<file path="config.mk">
export PLATFORM = sky130hd
export DESIGN_NAME = chess_move_ctrl_flat
export DESIGN_NICKNAME = d
export VERILOG_FILES = /design/src/rtl/chess_pkg.sv /design/src/rtl/chess_move_ctrl_if.sv /design/src/rtl/btn_edge.sv /design/src/rtl/chess_move_ctrl.sv /design/src/flat_wrapper.sv
export SDC_FILE = /design/constraint.sdc
export NUM_CORES = 1
export LEC_CHECK = 0
export CORE_MARGIN = 2
export CORE_UTILIZATION = 52
export DETAILED_ROUTE_END_ITERATION = 10
export PLACE_DENSITY = 0.79
export SYNTH_ARGS = -nofsm -noshare
export SYNTH_HDL_FRONTEND = slang
export SYNTH_SLANG_ARGS = --single-unit
</file>
<file path="constraint.sdc">
create_clock -name clk -period 2.25 [get_ports clk]
set_input_delay 0.45 -clock clk [delete_from_list [all_inputs] [get_ports clk]]
set_output_delay 0.45 -clock clk [all_outputs]
set_load 0.02 [all_outputs]
</file>
<file path="src/rtl/chess_pkg.sv">
// rtl/chess_pkg.sv - shared square/coord types, piece constants and FSM states for the move controller
package chess_pkg;

  localparam logic [2:0] EMPTY  = 3'd0;
  localparam logic [2:0] PAWN   = 3'd1;
  localparam logic [2:0] KNIGHT = 3'd2;
  localparam logic [2:0] BISHOP = 3'd3;
  localparam logic [2:0] ROOK   = 3'd4;
  localparam logic [2:0] QUEEN  = 3'd5;
  localparam logic [2:0] KING   = 3'd6;

  localparam logic WHITE = 1'b0;
  localparam logic BLACK = 1'b1;

  typedef struct packed {
    logic [2:0] ptype;
    logic       colour;
    logic       occupied;
  } square_t;

  typedef struct packed {
    logic [2:0] row;
    logic [2:0] col;
  } coord_t;

  typedef enum logic [3:0] {
    IDLE   = 4'd0,
    S_RD   = 4'd1,
    S_EVAL = 4'd2,
    HELD   = 4'd3,
    D_RD   = 4'd4,
    D_EVAL = 4'd5,
    CHECK  = 4'd6,
    WR_DST = 4'd7,
    WR_SRC = 4'd8
  } state_t;

  function automatic logic is_own(square_t sq, logic side);
    return sq.occupied && (sq.colour == side);
  endfunction

  // A pawn reaching the far rank for its colour becomes a queen of the same colour.
  function automatic square_t promote_piece(square_t p, logic [2:0] dst_row);
    square_t    q;
    logic [2:0] last_row;
    q        = p;
    last_row = (p.colour == BLACK) ? 3'd7 : 3'd0;
    if (p.ptype == PAWN && dst_row == last_row) q.ptype = QUEEN;
    return q;
  endfunction

endpackage

</file>
<file path="src/rtl/chess_move_ctrl_if.sv">
// rtl/chess_move_ctrl_if.sv - board read/write port and legality-checker handshake bundle
interface chess_move_ctrl_if;

  logic [2:0] rd_row;
  logic [2:0] rd_col;
  logic [4:0] rd_data;
  logic       wr_en;
  logic [2:0] wr_row;
  logic [2:0] wr_col;
  logic [4:0] wr_data;
  logic       chk_req;
  logic [4:0] chk_piece;
  logic [5:0] chk_src;
  logic [5:0] chk_dst;
  logic       chk_ack;
  logic       chk_legal;

  modport master (
    output rd_row, rd_col, wr_en, wr_row, wr_col, wr_data,
    output chk_req, chk_piece, chk_src, chk_dst,
    input  rd_data, chk_ack, chk_legal
  );

  modport slave (
    input  rd_row, rd_col, wr_en, wr_row, wr_col, wr_data,
    input  chk_req, chk_piece, chk_src, chk_dst,
    output rd_data, chk_ack, chk_legal
  );

endinterface

</file>
<file path="src/rtl/btn_edge.sv">
// rtl/btn_edge.sv - rising-edge detector for an already-synchronised key level
module btn_edge (
  input  logic clk,
  input  logic reset,
  input  logic key,
  output logic rise
);

  logic prev;
  logic armed;

  // armed only sets once the key is seen low, so a key held through reset never fires.
  always_ff @(posedge clk) begin
    if (reset) begin
      prev  <= 1'b0;
      armed <= 1'b0;
    end else begin
      prev <= key;
      if (!key) armed <= 1'b1;
    end
  end

  assign rise = key & ~prev & armed;

endmodule

</file>
<file path="src/rtl/chess_move_ctrl.sv">
// rtl/chess_move_ctrl.sv - select/place move sequencer; CHESS_AUTO_PROMOTE_EN enables pawn auto-promotion
module chess_move_ctrl
  import chess_pkg::*;
#(
  parameter int CHK_TIMEOUT = 255,
  parameter int CTR_W       = 8
) (
  input  logic               clk,
  input  logic               reset,
  input  logic               select,
  input  logic               place,
  input  logic [2:0]         rowNum,
  input  logic [2:0]         columnNum,
  chess_move_ctrl_if.master  bus,
  output logic               turn,
  output logic               held,
  output logic               busy,
  output logic               move_done,
  output logic               err
);

  localparam logic [CTR_W-1:0] LAST_WAIT = CTR_W'(CHK_TIMEOUT - 1);

  state_t           state;
  square_t          piece_r;
  coord_t           src_r;
  coord_t           dst_r;
  logic [CTR_W-1:0] cnt;

  logic    sel_rise;
  logic    plc_rise;
  logic    sel_ev;
  logic    plc_ev;
  coord_t  cursor;
  square_t rd_sq;
  square_t dst_piece;

  btn_edge u_sel_edge (
    .clk   (clk),
    .reset (reset),
    .key   (select),
    .rise  (sel_rise)
  );

  btn_edge u_plc_edge (
    .clk   (clk),
    .reset (reset),
    .key   (place),
    .rise  (plc_rise)
  );

  assign sel_ev = sel_rise;
  assign plc_ev = plc_rise & ~sel_rise;
  assign cursor = {rowNum, columnNum};
  assign rd_sq  = square_t'(bus.rd_data);

`ifdef CHESS_AUTO_PROMOTE_EN
  assign dst_piece = promote_piece(piece_r, dst_r.row);
`else
  assign dst_piece = piece_r;
`endif

  always_ff @(posedge clk) begin
    if (reset) begin
      state         <= IDLE;
      turn          <= WHITE;
      held          <= 1'b0;
      busy          <= 1'b0;
      move_done     <= 1'b0;
      err           <= 1'b0;
      bus.rd_row    <= '0;
      bus.rd_col    <= '0;
      bus.wr_en     <= 1'b0;
      bus.wr_row    <= '0;
      bus.wr_col    <= '0;
      bus.wr_data   <= '0;
      bus.chk_req   <= 1'b0;
      bus.chk_piece <= '0;
      bus.chk_src   <= '0;
      bus.chk_dst   <= '0;
      piece_r       <= '0;
      src_r         <= '0;
      dst_r         <= '0;
      cnt           <= '0;
    end else begin
      move_done <= 1'b0;
      err       <= 1'b0;
      bus.wr_en <= 1'b0;

      case (state)
        IDLE: begin
          if (sel_ev) begin
            bus.rd_row <= cursor.row;
            bus.rd_col <= cursor.col;
            busy       <= 1'b1;
            state      <= S_RD;
          end else if (plc_ev) begin
            err <= 1'b1;
          end
        end

        S_RD: state <= S_EVAL;

        S_EVAL: begin
          busy <= 1'b0;
          if (is_own(rd_sq, turn)) begin
            piece_r <= rd_sq;
            src_r   <= {bus.rd_row, bus.rd_col};
            held    <= 1'b1;
            state   <= HELD;
          end else begin
            err   <= 1'b1;
            held  <= 1'b0;
            state <= IDLE;
          end
        end

        HELD: begin
          if (sel_ev) begin
            bus.rd_row <= cursor.row;
            bus.rd_col <= cursor.col;
            busy       <= 1'b1;
            state      <= S_RD;
          end else if (plc_ev) begin
            if (cursor == src_r) begin
              held  <= 1'b0;
              state <= IDLE;
            end else begin
              dst_r      <= cursor;
              bus.rd_row <= cursor.row;
              bus.rd_col <= cursor.col;
              busy       <= 1'b1;
              state      <= D_RD;
            end
          end
        end

        D_RD: state <= D_EVAL;

        // Landing on one of our own pieces simply moves the selection there.
        D_EVAL: begin
          if (is_own(rd_sq, turn)) begin
            piece_r <= rd_sq;
            src_r   <= dst_r;
            busy    <= 1'b0;
            state   <= HELD;
          end else begin
            bus.chk_req   <= 1'b1;
            bus.chk_piece <= piece_r;
            bus.chk_src   <= src_r;
            bus.chk_dst   <= dst_r;
            cnt           <= '0;
            state         <= CHECK;
          end
        end

        CHECK: begin
          if (bus.chk_ack) begin
            bus.chk_req <= 1'b0;
            if (bus.chk_legal) begin
              bus.wr_en   <= 1'b1;
              bus.wr_row  <= dst_r.row;
              bus.wr_col  <= dst_r.col;
              bus.wr_data <= dst_piece;
              state       <= WR_DST;
            end else begin
              err   <= 1'b1;
              busy  <= 1'b0;
              state <= HELD;
            end
          end else if (cnt == LAST_WAIT) begin
            bus.chk_req <= 1'b0;
            err         <= 1'b1;
            busy        <= 1'b0;
            state       <= HELD;
          end else begin
            cnt <= cnt + 1'b1;
          end
        end

        // Second commit write plus the move-complete side effects, all visible in WR_SRC.
        WR_DST: begin
          bus.wr_en   <= 1'b1;
          bus.wr_row  <= src_r.row;
          bus.wr_col  <= src_r.col;
          bus.wr_data <= '0;
          move_done   <= 1'b1;
          turn        <= ~turn;
          held        <= 1'b0;
          state       <= WR_SRC;
        end

        WR_SRC: begin
          busy  <= 1'b0;
          state <= IDLE;
        end

        default: begin
          busy  <= 1'b0;
          held  <= 1'b0;
          state <= IDLE;
        end
      endcase
    end
  end

endmodule

</file>
<file path="src/flat_wrapper.sv">
// flat-port wrapper written by rule: the top's interface ports become plain ports
module chess_move_ctrl_flat import chess_pkg::*;
#(
  parameter int CHK_TIMEOUT = 255,
  parameter int CTR_W       = 8
)
  (clk, reset, select, place, rowNum, columnNum, turn, held, busy, move_done, err, bus_rd_row, bus_rd_col, bus_wr_en, bus_wr_row, bus_wr_col, bus_wr_data, bus_chk_req, bus_chk_piece, bus_chk_src, bus_chk_dst, bus_rd_data, bus_chk_ack, bus_chk_legal);
  chess_move_ctrl_if bus_i ();
  input  logic clk;
  input  logic reset;
  input  logic select;
  input  logic place;
  input  logic [2:0] rowNum;
  input  logic [2:0] columnNum;
  output logic turn;
  output logic held;
  output logic busy;
  output logic move_done;
  output logic err;
  output wire logic [$bits(bus_i.rd_row)-1:0] bus_rd_row;
  output wire logic [$bits(bus_i.rd_col)-1:0] bus_rd_col;
  output wire logic [$bits(bus_i.wr_en)-1:0] bus_wr_en;
  output wire logic [$bits(bus_i.wr_row)-1:0] bus_wr_row;
  output wire logic [$bits(bus_i.wr_col)-1:0] bus_wr_col;
  output wire logic [$bits(bus_i.wr_data)-1:0] bus_wr_data;
  output wire logic [$bits(bus_i.chk_req)-1:0] bus_chk_req;
  output wire logic [$bits(bus_i.chk_piece)-1:0] bus_chk_piece;
  output wire logic [$bits(bus_i.chk_src)-1:0] bus_chk_src;
  output wire logic [$bits(bus_i.chk_dst)-1:0] bus_chk_dst;
  input wire logic [$bits(bus_i.rd_data)-1:0] bus_rd_data;
  input wire logic [$bits(bus_i.chk_ack)-1:0] bus_chk_ack;
  input wire logic [$bits(bus_i.chk_legal)-1:0] bus_chk_legal;
  assign bus_rd_row = bus_i.rd_row;
  assign bus_rd_col = bus_i.rd_col;
  assign bus_wr_en = bus_i.wr_en;
  assign bus_wr_row = bus_i.wr_row;
  assign bus_wr_col = bus_i.wr_col;
  assign bus_wr_data = bus_i.wr_data;
  assign bus_chk_req = bus_i.chk_req;
  assign bus_chk_piece = bus_i.chk_piece;
  assign bus_chk_src = bus_i.chk_src;
  assign bus_chk_dst = bus_i.chk_dst;
  assign bus_i.rd_data = bus_rd_data;
  assign bus_i.chk_ack = bus_chk_ack;
  assign bus_i.chk_legal = bus_chk_legal;
  chess_move_ctrl #(.CHK_TIMEOUT(CHK_TIMEOUT), .CTR_W(CTR_W)) u_core (.clk(clk), .reset(reset), .select(select), .place(place), .rowNum(rowNum), .columnNum(columnNum), .bus(bus_i), .turn(turn), .held(held), .busy(busy), .move_done(move_done), .err(err));
endmodule
</file>
==> flow_summary_export.csv, run 1 <==
group,metric,value,unit
outcome,status,"completed",
cts,post_cts_resized,0,
global_route,grt_pass1_vias,2757,
timing,tns,0,ns
timing,setup_viol,0,
final_layout,layout-drive-gt1-share,0.1149,
cts,clk_latency,0.35,ns
global_route,grt-ovfl-total,0,
routing,ant_nets,0,
floorplanning,rows,28,
cts,numClockSinks,74,
floorplanning,fp.dieH,83.02,um
timing,final.period_utilization,0.9038,
global_route,grt_pass1_wl,12.84,mm
cts,cts_tree,"yes",
min_path,hp-class,"flip-flop to flip-flop",
final_layout,n_antenna_cell,0,
synth,syn_avg_cell_area,8.896,um2
synth,syn-num-nets,384,
timing,finClkSkew,0.003842,ns
global_route,grt_max_degree,31,
power,ir_worst_vdd,0.5130,mV
final_layout,final_util,0.6934,
final_layout,register_area,0.001481,mm2
timing,slew-limit-headroom,0.6431,
floorplanning,die_w,83.02,um
timing,hold_slack,0.4555,ns
run,max-cap-violations,0,
worst_setup_path,cp_data_arrival_time,2.31,ns
routing,drt_iter0_drc,153,
worst_setup_path,critical_path_class,"flip-flop to flip-flop",
cts,cts_made_buffers,9,
worst_setup_path,crit_required,2.53,ns
power,p_leak,1.448,nW
routing,route.vias.total,2871,
routing,drc,0,
routing,first_pass_iters,4,
final_layout,final_nets,449,
timing,rsz0062_at_grt,"no",
worst_setup_path,endpoint_kind,"flip-flop",
synth,ys_ff_latch,74,
synth,syn_inst,365,
power,power_density,677.1,mW/mm2
cts,h-tree-depth,3,
global_route,antenna_found_initial,0,
cts,cts-hold-fix-buffers,0,
final_layout,multi_input_area,0.001640,mm2
timing,min_period,2.034,ns
routing,wl,7.790,mm
cts,cts.path.max_buffers,2,
floorplanning,initial_utilization,0.5420,
worst_setup_path,worstSetupStartpoint,"u_core.state[0]",
min_path,hp-start,"u_core.bus.chk_dst[3]",
placement,io_buffers,57,
synth,synthArstFlopShare,0,
timing,fmaxAchievable,0.4917,GHz
timing,tightest_slew,0.5346,ns
synth,ys_seq_area_frac,0.4563,
floorplanning,die_area,0.006892,mm2
routing,vias_per_cell,5.629,
placement,gp_congestion,0.8479,
timing,report.final.slew_viol_count,0,
worst_setup_path,r2r_start,"u_core.state[0]",
synth,netlist_area,0.003247,mm2
cts,root_buffer,"clkbuf_8",
placement,place_area,0.003964,mm2
synth,synth.distinct_cells,60,
synth,synth-edff-count,0,
cts,post_cts_buffers,0,
synth,yosysWarnings,0,
synth,synth_ff_type,"dfxtp_1",
final_layout,num-fill-cells,479,
floorplanning,io_pins,58,
floorplanning,placeableCoreArea,0.005991,mm2
worst_setup_path,critPathMaxFanout,17,
global_route,grt_use_total,0.2292,
final_layout,fin_area,0.004154,mm2
placement,dp_hpwl,5.434,mm
timing,hold_viol_final,0,
final_layout,area_growth,27.94,%
cts,clkTransAtPathRegs,0.08,ns
routing,wl_per_cell,15.27,um
worst_setup_path,crit_path_start_kind,"flip-flop",
per-layer routing:
layer  global-route usage  share of wire  vias to the layer above
met5                    0              0                        -
met4               0.1207          0.022                        0
met3              0.04970          0.060                       15
met2               0.3658           0.48                       99
met1               0.2903           0.44                     1354
li1                     -              -                     1403
stage by stage:
step	cells	setup slack, ns	power, mW
final	510	0.2164	2.812
after global routing	510	0.05905	2.936
after CTS	510	0.2201	2.817
after detailed placement	494	-0.07207	1.852
after global placement	494	0.009352	1.836
after floorplan	365	0.4891	1.709
cell usage after synthesis, drive strengths merged (3+ instances only):
| cell type | count | area share |
|---|---|---|
| nor3 | 8 | 0.016 |
| a22oi | 5 | 0.012 |
| a211oi | 10 | 0.032 |
| buf | 12 | 0.024 |
| xnor2 | 4 | 0.013 |
| nor4 | 8 | 0.022 |
| clkbuf | 10 | 0.012 |
| a21oi | 28 | 0.043 |
| nand2 | 43 | 0.050 |
| o21ai | 4 | 0.0062 |
| dfxtp | 74 | 0.46 |
| nor2b | 5 | 0.0096 |
| mux2i | 23 | 0.071 |
| nand4 | 3 | 0.0058 |
| inv | 4 | 0.0046 |
| nand3 | 6 | 0.0092 |
| xor2 | 10 | 0.027 |
| nor2 | 67 | 0.079 |
kinds of logic after synthesis:
family          after synthesis  share of synthesized area
mux                          23                    0.07091
buf+inv                      26                    0.04046
flops                        74                     0.4563
simple gates                160                     0.2401
fa+ha+maj                     2                   0.007706
compound gates               66                     0.1445
xor+xnor                     14                    0.04008
cells in the final DEF, fill, tap and decap left out, types with 3 or more instances in the layout:
cell type	instances
clkbuf_8	12
xor2_1	10
a211oi_1	7
inv_1	4
a21oi_1	28
a22oi_1	5
nor2_1	65
o21ai_0	4
nand3_1	6
nand4_1	3
clkdlybuf4s50_1	56
mux2i_1	23
dfxtp_1	74
xnor2_1	3
nor4_1	6
nor2b_1	5
nand2_1	43
nor3_1	7
buf_4	17
area by class of cell:
cell class	instances	share of cell area
clock inverter	4	0.006024
clock buffer	12	0.03976
timing repair buffer	76	0.1765
tap	75	0.02259
inverter	4	0.003614
sequential	74	0.3566
multi-input combinational	265	0.3949
worst max-delay path, cell delays in order (launching register included):
cell and delay (ns):
dfxtp_1 0.64, nor4bb_2 0.40, a21boi_4 0.32, nor2_2 0.10
or3b_1 0.36, a21oi_1 0.14
report_power, final:
group | switching, mW | total [mW] | internal (mW)
clock network | 0.498 | 0.985 | 0.487
registers | 0.0667 | 1.42 | 1.35
logic | 0.213 | 0.412 | 0.199
sequential cells by signal, indices dropped and copies added (netlist names), 3 cells and up:
signal                cells
u_core.bus.chk_dst        6
u_core.bus.rd_col         3
u_core.cnt                8
u_core.bus.chk_src        6
u_core.state              4
u_core.bus.chk_piece      5
u_core.dst_r              6
u_core.dst_piece          5
u_core.bus.wr_col         3
u_core.src_r              6
u_core.bus.rd_row         3
u_core.bus.wr_data        5
u_core.bus.wr_row         3
final timing paths:
check	cells after the start	slack, ns	to
max reg2reg	5	0.22	u_core.cnt[1]
min	2	0.46	u_core.bus.chk_dst[3]
min reg2reg	2	0.46	u_core.bus.chk_dst[3]
max	5	0.22	u_core.cnt[1]
(Power assumes the default switching activity.)
==> inputs of run 2 (changes only) <==
--- a/config.mk
+++ b/config.mk
@@ -5,10 +5,10 @@
 export SDC_FILE = /design/constraint.sdc
 export NUM_CORES = 1
 export LEC_CHECK = 0
+export CORE_ASPECT_RATIO = 1.1
 export CORE_MARGIN = 2
-export CORE_UTILIZATION = 52
+export CORE_UTILIZATION = 40
 export DETAILED_ROUTE_END_ITERATION = 10
-export PLACE_DENSITY = 0.79
 export SYNTH_ARGS = -nofsm -noshare
 export SYNTH_HDL_FRONTEND = slang
 export SYNTH_SLANG_ARGS = --single-unit
==> run 2 against run 1 <==
Effect of this change: global-route usage shrank 3.6 points; worst setup slack got worse by 0.032 ns; cell count increased by 6.9%; clock power grew 12%; first-iteration DRC count decreased by 24%; sequential power about the same; combinational power shrank 1%; utilization shrank 16 points.
==> flow_summary_export.csv, run 2 (same netlist as run 1, synthesis figures left out) <==
group,metric,value,unit
final_layout,n_antenna_cell,0,
worst_setup_path,critPathMaxStageDelay,0.64,ns
final_layout,top_register,"u_core.cnt",
worst_setup_path,critPathMaxFanout,17,
routing,first_pass_iters,5,
timing,tightest_slew,0.5363,ns
global_route,antenna_found_initial,0,
power,power_frac_clock,0.377,
floorplanning,placeableCoreArea,0.007913,mm2
floorplanning,rows,34,
cts,post_cts_buffers,0,
cts,clkTransAtPathRegs,0.09,ns
timing,hold_slack,0.4591,ns
power,power_density,693.3,mW/mm2
worst_setup_path,cp_data_arrival_time,2.35,ns
outcome,status,"completed",
cts,clk_latency,0.35,ns
routing,wl,8.171,mm
floorplanning,die_area,0.008854,mm2
placement,dp_hpwl,5.727,mm
cts,cts_tree,"yes",
cts,numClockSinks,74,
global_route,grt_pass1_vias,2612,
final_layout,largest_reg_flops,8,
placement,gp_congestion,0.8523,
power,seq_power_share,0.484,
floorplanning,fp.dieH,98.49,um
worst_setup_path,path_cells,"nor4bb_2, a21boi_4, nor2_2, or3_1, a21oi_1",
cts,cts-hold-fix-buffers,0,
power,swShare,0.2899,
timing,min_period,2.066,ns
routing,vias_per_cell,5.095,
placement,io_buffers,57,
worst_setup_path,endpoint_kind,"flip-flop",
cts,root_buffer,"clkbuf_8",
global_route,grt_use_total,0.1930,
worst_setup_path,crit_family,"simple AND/OR/NAND/NOR gates",
timing,hold_viol_final,0,
worst_setup_path,critPathBufInv,0,
worst_setup_path,slowest_stage,"dfxtp_1",
timing,slew-limit-headroom,0.6420,
cts,cts_made_buffers,9,
cts,cts.path.max_buffers,2,
floorplanning,io_pins,58,
final_layout,final_common_cell,"dfxtp_1",
timing,report.final.slew_viol_count,0,
timing,final.period_utilization,0.9180,
routing,ant_nets,0,
min_path,hp-class,"flip-flop to flip-flop",
global_route,grt_max_degree,29,
power,p_int,2.081,mW
final_layout,num-fill-cells,767,
cts,post_cts_resized,0,
final_layout,layout-drive-gt1-share,0.1190,
timing,rsz0062_at_grt,"no",
routing,drc,0,
run,max-cap-violations,0,
timing,finClkSkew,0.01090,ns
worst_setup_path,crit_required,2.54,ns
worst_setup_path,crit_path_start_kind,"flip-flop",
global_route,grt_pass1_wl,13.60,mm
power,p_total,2.930,mW
floorplanning,die_w,89.90,um
timing,fmaxAchievable,0.4841,GHz
routing,wl_per_cell,14.99,um
power,ir_worst_vdd,0.3372,mV
power,p_comb_frac,0.139,
routing,drt_iter0_drc,116,
floorplanning,initial_utilization,0.4103,
routing,route.vias.total,2777,
power,switchingPower,0.8496,mW
global_route,grt-ovfl-total,0,
final_layout,final_nets,451,
final_layout,final_cell_mix,"74 x dfxtp_1, 65 x nor2_1, 56 x clkdlybuf4s50_1",
cts,h-tree-depth,3,
power,p_leak,1.462,nW
timing,setup_viol,0,
final_layout,area_growth,30.17,%
worst_setup_path,critical_path_class,"flip-flop to flip-flop",
[run 2: tightest hold or removal path, stage by stage, from the launching register on]
cell	delay [ns]
dfxtp_1	0.32
nand2_1	0.05
a21oi_1	0.05
[run 2: area by class of cell]
class / count / area (um2) / area share
clock buffer: 9 / 123.9 / 0.02931
inverter: 4 / 15.01 / 0.003552
clock inverter: 7 / 82.58 / 0.01954
timing repair buffer: 78 / 748.2 / 0.1770
sequential: 74 / 1481 / 0.3505
tap: 108 / 135.1 / 0.03197
multi-input combinational: 265 / 1640 / 0.3881
[run 2: final timing paths]
kind                                           endpoint               startpoint  slack [ns]  depth (start not counted)
worst max-delay path                      u_core.cnt[4]          u_core.state[0]        0.18                          5
worst min-delay path            u_core.bus.chk_piece[1]  u_core.bus.chk_piece[1]        0.46                          2
worst max register to register            u_core.cnt[4]          u_core.state[0]        0.18                          5
worst min register to register  u_core.bus.chk_piece[1]  u_core.bus.chk_piece[1]        0.46                          2
[run 2: layer usage]
metal  global-route usage  part of all wire  up-vias
met4              0.07692             0.015        0
met3              0.03746             0.042       12
met2               0.2960              0.46       63
li1                     -                 -     1406
met5                    0                 0        -
met1               0.2699              0.48     1296
[run 2: per-stage QoR]
step / setup slack [ns] / setup TNS [ns] / utilization / instances / cell area [um2]
2_1_floorplan: 0.4891 / 0 / - / 365 / 3247
6_report: 0.1844 / 0 / 0.5342 / 545 / 4227
3_3_place_gp: 0.0005900 / 0 / 0.5081 / 529 / 4020
5_1_grt: 0.01163 / 0 / 0.5342 / 545 / 4227
4_1_cts: 0.1685 / 0 / 0.5342 / 545 / 4227
3_5_place_dp: -0.05198 / -0.3202 / 0.5081 / 529 / 4020
[run 2: power by group through the flow]
stage | registers, mW | clock network (mW) | logic [mW]
floorplan | 1.42 | 0 | 0.292
global placement | 1.45 | 0 | 0.402
detailed placement | 1.45 | 0 | 0.402
CTS | 1.42 | 1.13 | 0.406
global route | 1.43 | 1.19 | 0.448
finish | 1.42 | 1.10 | 0.408
